$ cat config.mk
export PLATFORM = sky130hd
export DESIGN_NAME = fadd32_seq_flat
export DESIGN_NICKNAME = d
export VERILOG_FILES = /design/src/rtl/fadd32_seq_if.sv /design/src/rtl/fadd32_seq.sv /design/src/flat_wrapper.sv
export SDC_FILE = /design/constraint.sdc
export NUM_CORES = 1
export LEC_CHECK = 0
export CAP_MARGIN = 25
export CELL_PAD_IN_SITES_DETAIL_PLACEMENT = 1
export CELL_PAD_IN_SITES_GLOBAL_PLACEMENT = 1
export CORE_MARGIN = 2
export CORE_UTILIZATION = 40
export CTS_CLUSTER_DIAMETER = 60
export DETAILED_ROUTE_END_ITERATION = 10
export GPL_ROUTABILITY_DRIVEN = 0
export GPL_TIMING_DRIVEN = 0
export PLACE_DENSITY = 0.76
export RECOVER_POWER = 25
export SLEW_MARGIN = 15
export SYNTH_ARGS = -nofsm -noshare
export SYNTH_HDL_FRONTEND = slang
export SYNTH_SLANG_ARGS = --single-unit
export TNS_END_PERCENT = 5
$ cat constraint.sdc
create_clock -name clk -period 4 [get_ports clk]
set_input_delay 0.6 -clock clk [delete_from_list [all_inputs] [get_ports clk]]
set_output_delay 0.6 -clock clk [all_outputs]
set_load 0.005 [all_outputs]
$ cat src/rtl/fadd32_seq_if.sv
// Operand/result handshake bundle for the sequential binary32 adder.
// The producer/consumer side uses master; the adder uses slave.
interface fadd32_seq_if;
    logic        in_valid;
    logic        in_ready;
    logic        mode;
    logic [31:0] a;
    logic [31:0] b;
    logic        out_valid;
    logic        out_ready;
    logic [31:0] res;
    logic        busy;

    modport master (
        output in_valid, mode, a, b, out_ready,
        input  in_ready, out_valid, res, busy
    );

    modport slave (
        input  in_valid, mode, a, b, out_ready,
        output in_ready, out_valid, res, busy
    );
endinterface

$ cat src/rtl/fadd32_seq.sv
// Multi-cycle IEEE-754 binary32 add/subtract sequencer.
// Bit-serial align and normalize, round-to-nearest-even.
module fadd32_seq (
    input  logic       clk,
    input  logic       rst,
    fadd32_seq_if.slave bus
);
    typedef enum logic [2:0] {
        S_IDLE, S_UNPACK, S_ALIGN, S_ADD, S_NORM, S_ROUND, S_DONE
    } state_t;

    state_t      r_state, w_state_n;
    logic [31:0] r_a, r_b, r_res;
    logic [31:0] w_a_n, w_b_n, w_res_n;
    logic [26:0] r_m1, r_m2, w_m1_n, w_m2_n;
    logic [9:0]  r_exp, w_exp_n;
    logic [4:0]  r_d, w_d_n;
    logic        r_s1, r_s2, r_sign, r_spec;
    logic        w_s1_n, w_s2_n, w_sign_n, w_spec_n;

    // Unpack: exponent compare and operand swap
    logic [7:0]  w_ea, w_eb, w_xa, w_xb;
    logic [8:0]  w_diff;
    logic [4:0]  w_d;
    logic [26:0] w_ma, w_mb;
    logic        w_infa, w_infb, w_nan, w_swap;

    assign w_ea   = r_a[30:23];
    assign w_eb   = r_b[30:23];
    assign w_xa   = (w_ea == 8'd0) ? 8'd1 : w_ea;
    assign w_xb   = (w_eb == 8'd0) ? 8'd1 : w_eb;
    assign w_ma   = {(w_ea != 8'd0), r_a[22:0], 3'b000};
    assign w_mb   = {(w_eb != 8'd0), r_b[22:0], 3'b000};
    assign w_infa = (w_ea == 8'hFF) && (r_a[22:0] == 23'd0);
    assign w_infb = (w_eb == 8'hFF) && (r_b[22:0] == 23'd0);
    assign w_nan  = ((w_ea == 8'hFF) && (r_a[22:0] != 23'd0))
                 || ((w_eb == 8'hFF) && (r_b[22:0] != 23'd0))
                 || (w_infa && w_infb && (r_a[31] != r_b[31]));
    assign w_swap = (w_xb > w_xa);
    assign w_diff = w_swap ? ({1'b0, w_xb} - {1'b0, w_xa})
                           : ({1'b0, w_xa} - {1'b0, w_xb});
    assign w_d    = (w_diff > 9'd26) ? 5'd26 : w_diff[4:0];

    // Magnitude add/subtract; sign follows the larger magnitude
    logic [27:0] w_sum;
    logic        w_sum_sign;

    always_comb begin
        w_sum      = {1'b0, r_m1} + {1'b0, r_m2};
        w_sum_sign = r_s1;
        if (r_s1 != r_s2) begin
            if (r_m1 >= r_m2) begin
                w_sum      = {1'b0, r_m1} - {1'b0, r_m2};
                w_sum_sign = r_s1;
            end else begin
                w_sum      = {1'b0, r_m2} - {1'b0, r_m1};
                w_sum_sign = r_s2;
            end
        end
    end

    // Round to nearest even on guard/round/sticky
    logic        w_rup;
    logic [24:0] w_mr;
    logic [23:0] w_mf;
    logic [9:0]  w_er;
    logic [31:0] w_rres;

    assign w_rup = r_m1[2] & (r_m1[1] | r_m1[0] | r_m1[3]);
    assign w_mr  = {1'b0, r_m1[26:3]} + {24'd0, w_rup};
    assign w_mf  = w_mr[24] ? w_mr[24:1] : w_mr[23:0];
    assign w_er  = r_exp + {9'd0, w_mr[24]};

    always_comb begin
        if (w_er >= 10'd255)
            w_rres = {r_sign, 8'hFF, 23'd0};
        else if (!w_mf[23])
            w_rres = {r_sign, 8'd0, w_mf[22:0]};
        else
            w_rres = {r_sign, w_er[7:0], w_mf[22:0]};
    end

    always_comb begin
        w_state_n = r_state;
        w_a_n     = r_a;
        w_b_n     = r_b;
        w_res_n   = r_res;
        w_m1_n    = r_m1;
        w_m2_n    = r_m2;
        w_exp_n   = r_exp;
        w_d_n     = r_d;
        w_s1_n    = r_s1;
        w_s2_n    = r_s2;
        w_sign_n  = r_sign;
        w_spec_n  = r_spec;
        unique case (r_state)
            S_IDLE: begin
                if (bus.in_valid) begin
                    w_a_n     = bus.a;
                    w_b_n     = {bus.b[31] ^ bus.mode, bus.b[30:0]};
                    w_state_n = S_UNPACK;
                end
            end
            S_UNPACK: begin
                w_spec_n = 1'b1;
                // Specials borrow the ROUND slot so they finish in 2 cycles
                if (w_nan) begin
                    w_res_n   = 32'h7FC00000;
                    w_state_n = S_ROUND;
                end else if (w_infa) begin
                    w_res_n   = r_a;
                    w_state_n = S_ROUND;
                end else if (w_infb) begin
                    w_res_n   = r_b;
                    w_state_n = S_ROUND;
                end else begin
                    w_spec_n = 1'b0;
                    if (w_swap) begin
                        w_m1_n  = w_mb;
                        w_m2_n  = w_ma;
                        w_s1_n  = r_b[31];
                        w_s2_n  = r_a[31];
                        w_exp_n = {2'b00, w_xb};
                    end else begin
                        w_m1_n  = w_ma;
                        w_m2_n  = w_mb;
                        w_s1_n  = r_a[31];
                        w_s2_n  = r_b[31];
                        w_exp_n = {2'b00, w_xa};
                    end
                    w_d_n     = w_d;
                    w_state_n = (w_d != 5'd0) ? S_ALIGN : S_ADD;
                end
            end
            S_ALIGN: begin
                w_m2_n = {1'b0, r_m2[26:2], r_m2[1] | r_m2[0]};
                w_d_n  = r_d - 5'd1;
                if (r_d == 5'd1)
                    w_state_n = S_ADD;
            end
            S_ADD: begin
                w_sign_n  = (w_sum == 28'd0) ? (r_s1 & r_s2) : w_sum_sign;
                w_state_n = S_ROUND;
                if (w_sum[27]) begin
                    w_m1_n  = {w_sum[27:2], |w_sum[1:0]};
                    w_exp_n = r_exp + 10'd1;
                end else begin
                    w_m1_n = w_sum[26:0];
                    if (w_sum != 28'd0 && !w_sum[26] && r_exp > 10'd1)
                        w_state_n = S_NORM;
                end
            end
            S_NORM: begin
                w_m1_n  = {r_m1[25:0], 1'b0};
                w_exp_n = r_exp - 10'd1;
                if (r_m1[25] || r_exp == 10'd2)
                    w_state_n = S_ROUND;
            end
            S_ROUND: begin
                w_res_n   = r_spec ? r_res : w_rres;
                w_state_n = S_DONE;
            end
            S_DONE: begin
                if (bus.out_ready)
                    w_state_n = S_IDLE;
            end
            default: w_state_n = S_IDLE;
        endcase
    end

    always_ff @(posedge clk) begin
        if (rst) begin
            r_state <= S_IDLE;
            r_a     <= '0;
            r_b     <= '0;
            r_res   <= '0;
            r_m1    <= '0;
            r_m2    <= '0;
            r_exp   <= '0;
            r_d     <= '0;
            r_s1    <= 1'b0;
            r_s2    <= 1'b0;
            r_sign  <= 1'b0;
            r_spec  <= 1'b0;
        end else begin
            r_state <= w_state_n;
            r_a     <= w_a_n;
            r_b     <= w_b_n;
            r_res   <= w_res_n;
            r_m1    <= w_m1_n;
            r_m2    <= w_m2_n;
            r_exp   <= w_exp_n;
            r_d     <= w_d_n;
            r_s1    <= w_s1_n;
            r_s2    <= w_s2_n;
            r_sign  <= w_sign_n;
            r_spec  <= w_spec_n;
        end
    end

    assign bus.in_ready  = (r_state == S_IDLE) && !rst;
    assign bus.out_valid = (r_state == S_DONE);
    assign bus.res       = r_res;
    assign bus.busy      = (r_state != S_IDLE);
endmodule

$ cat src/flat_wrapper.sv
// flat-port wrapper written by rule: the top's interface ports become plain ports
module fadd32_seq_flat 
  (clk, rst, bus_in_valid, bus_mode, bus_a, bus_b, bus_out_ready, bus_in_ready, bus_out_valid, bus_res, bus_busy);
  fadd32_seq_if bus_i ();
  input  logic clk;
  input  logic rst;
  input wire logic [$bits(bus_i.in_valid)-1:0] bus_in_valid;
  input wire logic [$bits(bus_i.mode)-1:0] bus_mode;
  input wire logic [$bits(bus_i.a)-1:0] bus_a;
  input wire logic [$bits(bus_i.b)-1:0] bus_b;
  input wire logic [$bits(bus_i.out_ready)-1:0] bus_out_ready;
  output wire logic [$bits(bus_i.in_ready)-1:0] bus_in_ready;
  output wire logic [$bits(bus_i.out_valid)-1:0] bus_out_valid;
  output wire logic [$bits(bus_i.res)-1:0] bus_res;
  output wire logic [$bits(bus_i.busy)-1:0] bus_busy;
  assign bus_i.in_valid = bus_in_valid;
  assign bus_i.mode = bus_mode;
  assign bus_i.a = bus_a;
  assign bus_i.b = bus_b;
  assign bus_i.out_ready = bus_out_ready;
  assign bus_in_ready = bus_i.in_ready;
  assign bus_out_valid = bus_i.out_valid;
  assign bus_res = bus_i.res;
  assign bus_busy = bus_i.busy;
  fadd32_seq u_core (.clk(clk), .rst(rst), .bus(bus_i));
endmodule
[Word-level counts from Yosys, hierarchy flattened]
Cells that the tools add are included.
Word-level totals
  output and inout bits: 35
  input bits: 69
  word-level logic and storage cells: 150
  bits in registers: 172
Cells by class
  eq/ne operators: 22
  magnitude comparators: 5
  multiplexer cells: 54
  add/sub/neg operators: 10
  bitwise operators: 9
  reduce and logical (&&, ||, !) cells: 38
Operators by type and width (count)
  two-way mux 27 bit: 9
  two-way mux 32 bit: 4
  one-hot mux 27 bit (3 select lines): 1
  one-hot mux 32 bit (2 select lines): 1
  two-way mux 31 bit: 2
  two-way mux 28 bit: 2
  subtractor 27 x 27 -> 28 bit: 2
  one-hot mux 27 bit (2 select lines): 1
  zero test 23 bit: 2
  nonzero test 23 bit: 2
  two-way mux 10 bit: 4
  one-hot mux 10 bit (3 select lines): 1
  adder 27 x 27 -> 28 bit: 1
  zero test 28 bit: 1
  nonzero test 28 bit: 1
  greater-or-equal comparator 27 bit: 1
  adder 24 x 1 -> 25 bit: 1
  two-way mux 24 bit: 1
  two-way mux 3 bit: 8
  two-way mux 8 bit: 3
  one-hot mux 3 bit (7 select lines): 1
  two-way mux 5 bit: 4
  subtractor 8 x 8 -> 9 bit: 2
  equality test 8 bit (second input constant): 2
  other kinds (38): 81

[Depth between registers and ports, before layout]
  depth after elaboration: 12
  depth in mapped cells: 19
  depth with buffers taken out: 19

[Worst setup path before layout]
Ideal clock, no wire load.
  kind: reg-to-reg
  from: register u_core.r_m1[2]
  to: register u_core.r_res[10], in the netlist u_core.bus.res[10]
  cell stages (with the launch flop): 19
  period minus slack after synthesis: 3801 ps
  library setup time: 116 ps
  buffers on the path: 0
  data arrival time: 3685 ps
  path slack: 199 ps
  required time: 3884 ps
  cells stage by stage: dfxtp_1 > and2_1 > ha_1 > and3_1 > nand3_1 > nor3_1 > and3_1 > nand4_1 > nor2_1 > ha_1 > ha_1 > xor2_1 > nand3_1 > nor2_1 > a221o_1 > inv_1 > a31oi_1 > o21ai_0 > o211a_1
On the way
  cells in the longest elaborated chain, start to end: 7
  elaborated cells between the ends (all ways): 9
  classes of those cells: 2 x add/sub; 1 x order compare; 5 x mux; 1 x bitwise
Ends and longest elaborated chain
  from (decl): line fadd32_seq.sv:15  | logic [26:0] r_m1, r_m2, w_m1_n, w_m2_n;
  from (signal assigned): line fadd32_seq.sv:190  | r_m1 <= w_m1_n;
  bitwise AND 1 bit *: line fadd32_seq.sv:69  | assign w_rup = r_m1[2] & (r_m1[1] | r_m1[0] | r_m1[3]);
  adder 24 x 1 -> 25 bit *: line fadd32_seq.sv:70  | assign w_mr = {1'b0, r_m1[26:3]} + {24'd0, w_rup};
  adder 10 x 1 -> 10 bit / two-way mux 24 bit (equally long branches): line fadd32_seq.sv:72, fadd32_seq.sv:71
  greater-or-equal comparator 10 x 8 -> 1 bit / two-way mux 31 bit (equally long branches): line fadd32_seq.sv:75, fadd32_seq.sv:77
  two-way mux 31 bit *: line fadd32_seq.sv:75  | if (w_er >= 10'd255)
  two-way mux 32 bit *: line fadd32_seq.sv:160  | w_res_n = r_spec ? r_res : w_rres;
  one-hot mux 32 bit (2 select lines) *: line fadd32_seq.sv:96  | unique case (r_state)
  to (signal assigned): line fadd32_seq.sv:189  | r_res <= w_res_n;
  to (decl): line fadd32_seq.sv:13  | logic [31:0] r_a, r_b, r_res;
Every way passes the cells marked *; elsewhere a longest branch is shown, timed or not. The select of a mux whose other input is x is not followed.
A chain may end at the register's enable or synchronous reset.

[Worst setup path in the final report]
  from: register u_core.r_s2
  to: register u_core.r_sign
On the way
  cells in the longest elaborated chain, start to end: 4
  elaborated cells between the ends (all ways): 7
  classes of those cells: 1 x eq/ne; 4 x mux; 1 x bitwise; 1 x reduce/logical
Ends and longest elaborated chain
  from (decl): line fadd32_seq.sv:18  | logic r_s1, r_s2, r_sign, r_spec;
  from (signal assigned): line fadd32_seq.sv:195  | r_s2 <= w_s2_n;
  inequality test 1 bit: line fadd32_seq.sv:51  | if (r_s1 != r_s2) begin
  two-way mux 28 bit: line fadd32_seq.sv:51
  zero test 28 bit: line fadd32_seq.sv:142  | w_sign_n = (w_sum == 28'd0) ? (r_s1 & r_s2) : w_sum_sign;
  two-way mux 1 bit *: line fadd32_seq.sv:142
  to (signal assigned): line fadd32_seq.sv:196  | r_sign <= w_sign_n;
  to (decl): line fadd32_seq.sv:18
Every way passes the cells marked *; elsewhere a longest branch is shown, timed or not.

==> results.py <==
metrics = {
    "floorplanning": {
        "io_pins": 104,
        "die_h_um": 195.1,
        "die_area_um2": 38040,
        "start_util": 0.4085,
        "design.core.area_um2": 35740,
        "rows": 69,
        "die_x_um": 195.1,
    },
    "logic_synthesis": {
        "async_flop_share": 0,
        "syn_avg_cell_area_um2": 7.300,
        "synth_flop_cell": "dfxtp_1",
        "ys_seq_elements": 172,
        "synthCells": 2000,
        "ys_types": 87,
        "synth_fp_nets": 2181,
        "netlist_area_um2": 14600,
        "yosysSeqAreaShare": 0.2358,
        "synth_edf_count": 0,
        "yosys_warnings": 0,
    },
    "drt": {
        "dr.first_iter.drc_count": 1641,
        "vias": 17131,
        "viasPerCell": 6.474,
        "routedWlPerCell_um": 25.78,
        "drt_pass1_iterations": 7,
        "routed_wl_mm": 68.23,
        "drc_errors": 0,
        "postRouteAntennaNets": 0,
    },
    "placed_design": {
        "place_ws_ps": -1703,
        "hpwl_mm": 52.01,
        "numPortBuffers": 103,
    },
    "setup_path": {
        "crit_arrival_ps": 4490,
        "critPathKind": "reg2reg",
        "reg2reg_slack_ps": -120,
        "cp_slowest_cell": "clkdlybuf4s15_1",
        "cp.required_ps": 4360,
        "cp_max_fo": 10,
        "worst_path_largest_cell_delay_ps": 810,
        "worst_setup_path_end_kind": "register",
        "path_cells": "ha_1 > clkdlybuf4s15_1 > clkbuf_2 > clkbuf_2 > nor2_1 > mux2i_1 > nand4_1 > nor2_1 > and4bb_2 > a31oi_1 > nand3b_1",
        "start_kind": "register",
    },
    "global_route": {
        "grt_pass1_vias": 17205,
        "grt_start_max_net_pins": 19,
        "grt_usage": 0.3466,
        "grt_pass1_wl_mm": 102.1,
        "antenna_found_initial": 0,
        "overflow": 0,
    },
    "clocking": {
        "htreeDepth": 4,
        "holdBufCountCts": 0,
        "cts.sinks": 172,
        "clk_pin_slew_ps": 90,
        "clock_latency_ps": 470,
        "cts_tree": "built",
        "cts-buffers-inserted": 17,
        "cts_root_buffer": "clkbuf_16",
        "clock_path_buffers": 2,
    },
    "run": {
        "cap_violations": 0,
    },
    "timing": {
        "hold_slack_ps": 448.8,
        "period_minus_slack_ps": 4124,
        "worstMarginPinSlew_ps": 1282,
        "setup_violations": 2,
        "post-route-period-util": 1.031,
        "hold_viol": 0,
        "setup_ws_ps": -124.3,
        "slew_headroom": 0.1377,
        "slew_viol_final": 0,
        "finClkSkew_ps": 17.08,
        "rsz0062_at_grt": "true",
        "max_freq_ghz": 0.2425,
        "setup_tns_ps": -196.9,
    },
    "finish": {
        "mostFrequentLayoutCells": "253 x nand2_1, 200 x a21oi_1, 170 x nor2_1",
        "area_growth_pct": 25.49,
        "drive_gt1_frac": 0.1506,
        "n_antenna_cell": 0,
        "layout_commonest_cell": "nand2_1",
        "nets": 2353,
    },
    "power_and_ir_drop": {
        "p_total_w": 0.01926,
        "cellLeakagePower_nw": 7.061,
        "power_density_nw_per_um2": 1051,
        "peakVddDrop_v": 0.0005771,
    },
    "outcome": {
        "status": "complete, but fails checks",
        "violations": "setup timing",
    },
    "worst_hold_path": {
        "min_path_type": "reg2reg",
    },
}
layer usage:
metal	vias to the layer above	GRT usage	part of all wire
met5	-	0	0
met4	0	0.1640	0.047
met3	212	0.06097	0.089
met2	906	0.5483	0.44
met1	8381	0.4585	0.42
li1	7632	-	-
logic make-up (layout without fill, tap and decap cells):
logic type      after synthesis  in the layout  synth area share
simple gates                705            705            0.2239
compound gates              631            631            0.2934
buf+inv                     262            447           0.07164
flops                       172            172            0.2358
fa+ha+maj                   112            112           0.09855
mux                          65             65           0.04482
xor+xnor                     53             53           0.03179
timing repair:
action	in CTS	in global routing
setup endpoints to repair	78	95
hold endpoints to repair	0	0
pin swaps	21	53
setup buffers	21	28
resized for setup	138	174
sequential cells by signal (all words and copies together), names as in the netlist:
| name | flops |
|---|---|
| u_core.r_b | 32 |
| u_core.bus.res | 32 |
| u_core.r_s1 | 1 |
| u_core.r_m2 | 27 |
| u_core.r_d | 5 |
| u_core.r_exp | 10 |
| u_core.r_state | 3 |
| u_core.r_m1 | 27 |
| u_core.r_spec | 1 |
| u_core.r_s2 | 1 |
| u_core.r_a | 32 |
| u_core.r_sign | 1 |
layout make-up:
| cell class | count | area (um2) |
|---|---|---|
| inverter | 121 | 456.7 |
| tap | 461 | 576.8 |
| multi-input combinational | 1566 | 11040 |
| buffer | 141 | 701.9 |
| clock buffer | 17 | 425.4 |
| timing repair buffer | 153 | 1448 |
| clock inverter | 15 | 153.9 |
| sequential | 172 | 3521 |
| fill | 4460 | 17420 |
critical path, delay by kind of cell (launching register included):
| kind | cells | cell delay [ps] |
|---|---|---|
| fa+ha+maj | 1 | 440 |
| mux | 1 | 140 |
| simple gates | 5 | 1200 |
| compound gates | 1 | 90 |
| buf+inv | 3 | 1810 |
| flops | 1 | 340 |
per-stage QoR:
step / instances / area [um2] / util
final: 2646 / 18320 / 0.5126
after global routing: 2646 / 18320 / 0.5126
after CTS: 2617 / 17450 / 0.4883
after detailed placement: 2564 / 16210 / 0.4537
after global placement: 2564 / 16210 / 0.4535
after floorplan: 2000 / 14600 / -
final timing paths:
check,from,to,cells after the start
worst min register to register,u_core.bus.res[9],u_core.bus.res[9],2
worst min-delay path,u_core.bus.res[9],u_core.bus.res[9],2
worst max register to register,u_core.r_s2,u_core.r_sign,11
worst max-delay path,u_core.r_s2,u_core.r_sign,11
power breakdown:
group / internal (W) / switching [W]
Sequential: 0.00213 / 0.000691
Combinational: 0.00511 / 0.00963
Clock: 0.000831 / 0.000871
Total: 0.00807 / 0.0112
Yosys cell counts (all sizes together) (5+ instances only):
library cell | instances | area share
a311oi | 5 | 0.0030
and2 | 16 | 0.0069
nand4 | 32 | 0.014
o211a | 14 | 0.0096
nor2 | 181 | 0.048
o211ai | 7 | 0.0036
buf | 37 | 0.014
nor3 | 50 | 0.017
xnor2 | 46 | 0.028
nand3 | 61 | 0.021
a22oi | 7 | 0.0036
nor4 | 24 | 0.011
and4 | 7 | 0.0044
o21ai | 101 | 0.035
a221oi | 34 | 0.021
inv | 119 | 0.031
or4 | 5 | 0.0031
o31ai | 21 | 0.013
o221ai | 37 | 0.022
clkbuf | 104 | 0.027
o21a | 8 | 0.0041
mux2i | 62 | 0.043
ha | 107 | 0.092
fa | 5 | 0.0069
a221o | 5 | 0.0034
a31oi | 20 | 0.0096
nand2 | 257 | 0.067
dfxtp | 172 | 0.24
nand2b | 17 | 0.0073
and3 | 10 | 0.0043
or3 | 9 | 0.0039
o22ai | 9 | 0.0039
or2 | 5 | 0.0021
a211oi | 51 | 0.027
a21o | 11 | 0.0057
a2111oi | 34 | 0.021
xor2 | 7 | 0.0042
o21bai | 8 | 0.0041
a21oi | 211 | 0.073
nor2b | 18 | 0.0077
Note: power is estimated with default switching activity, not from simulation.
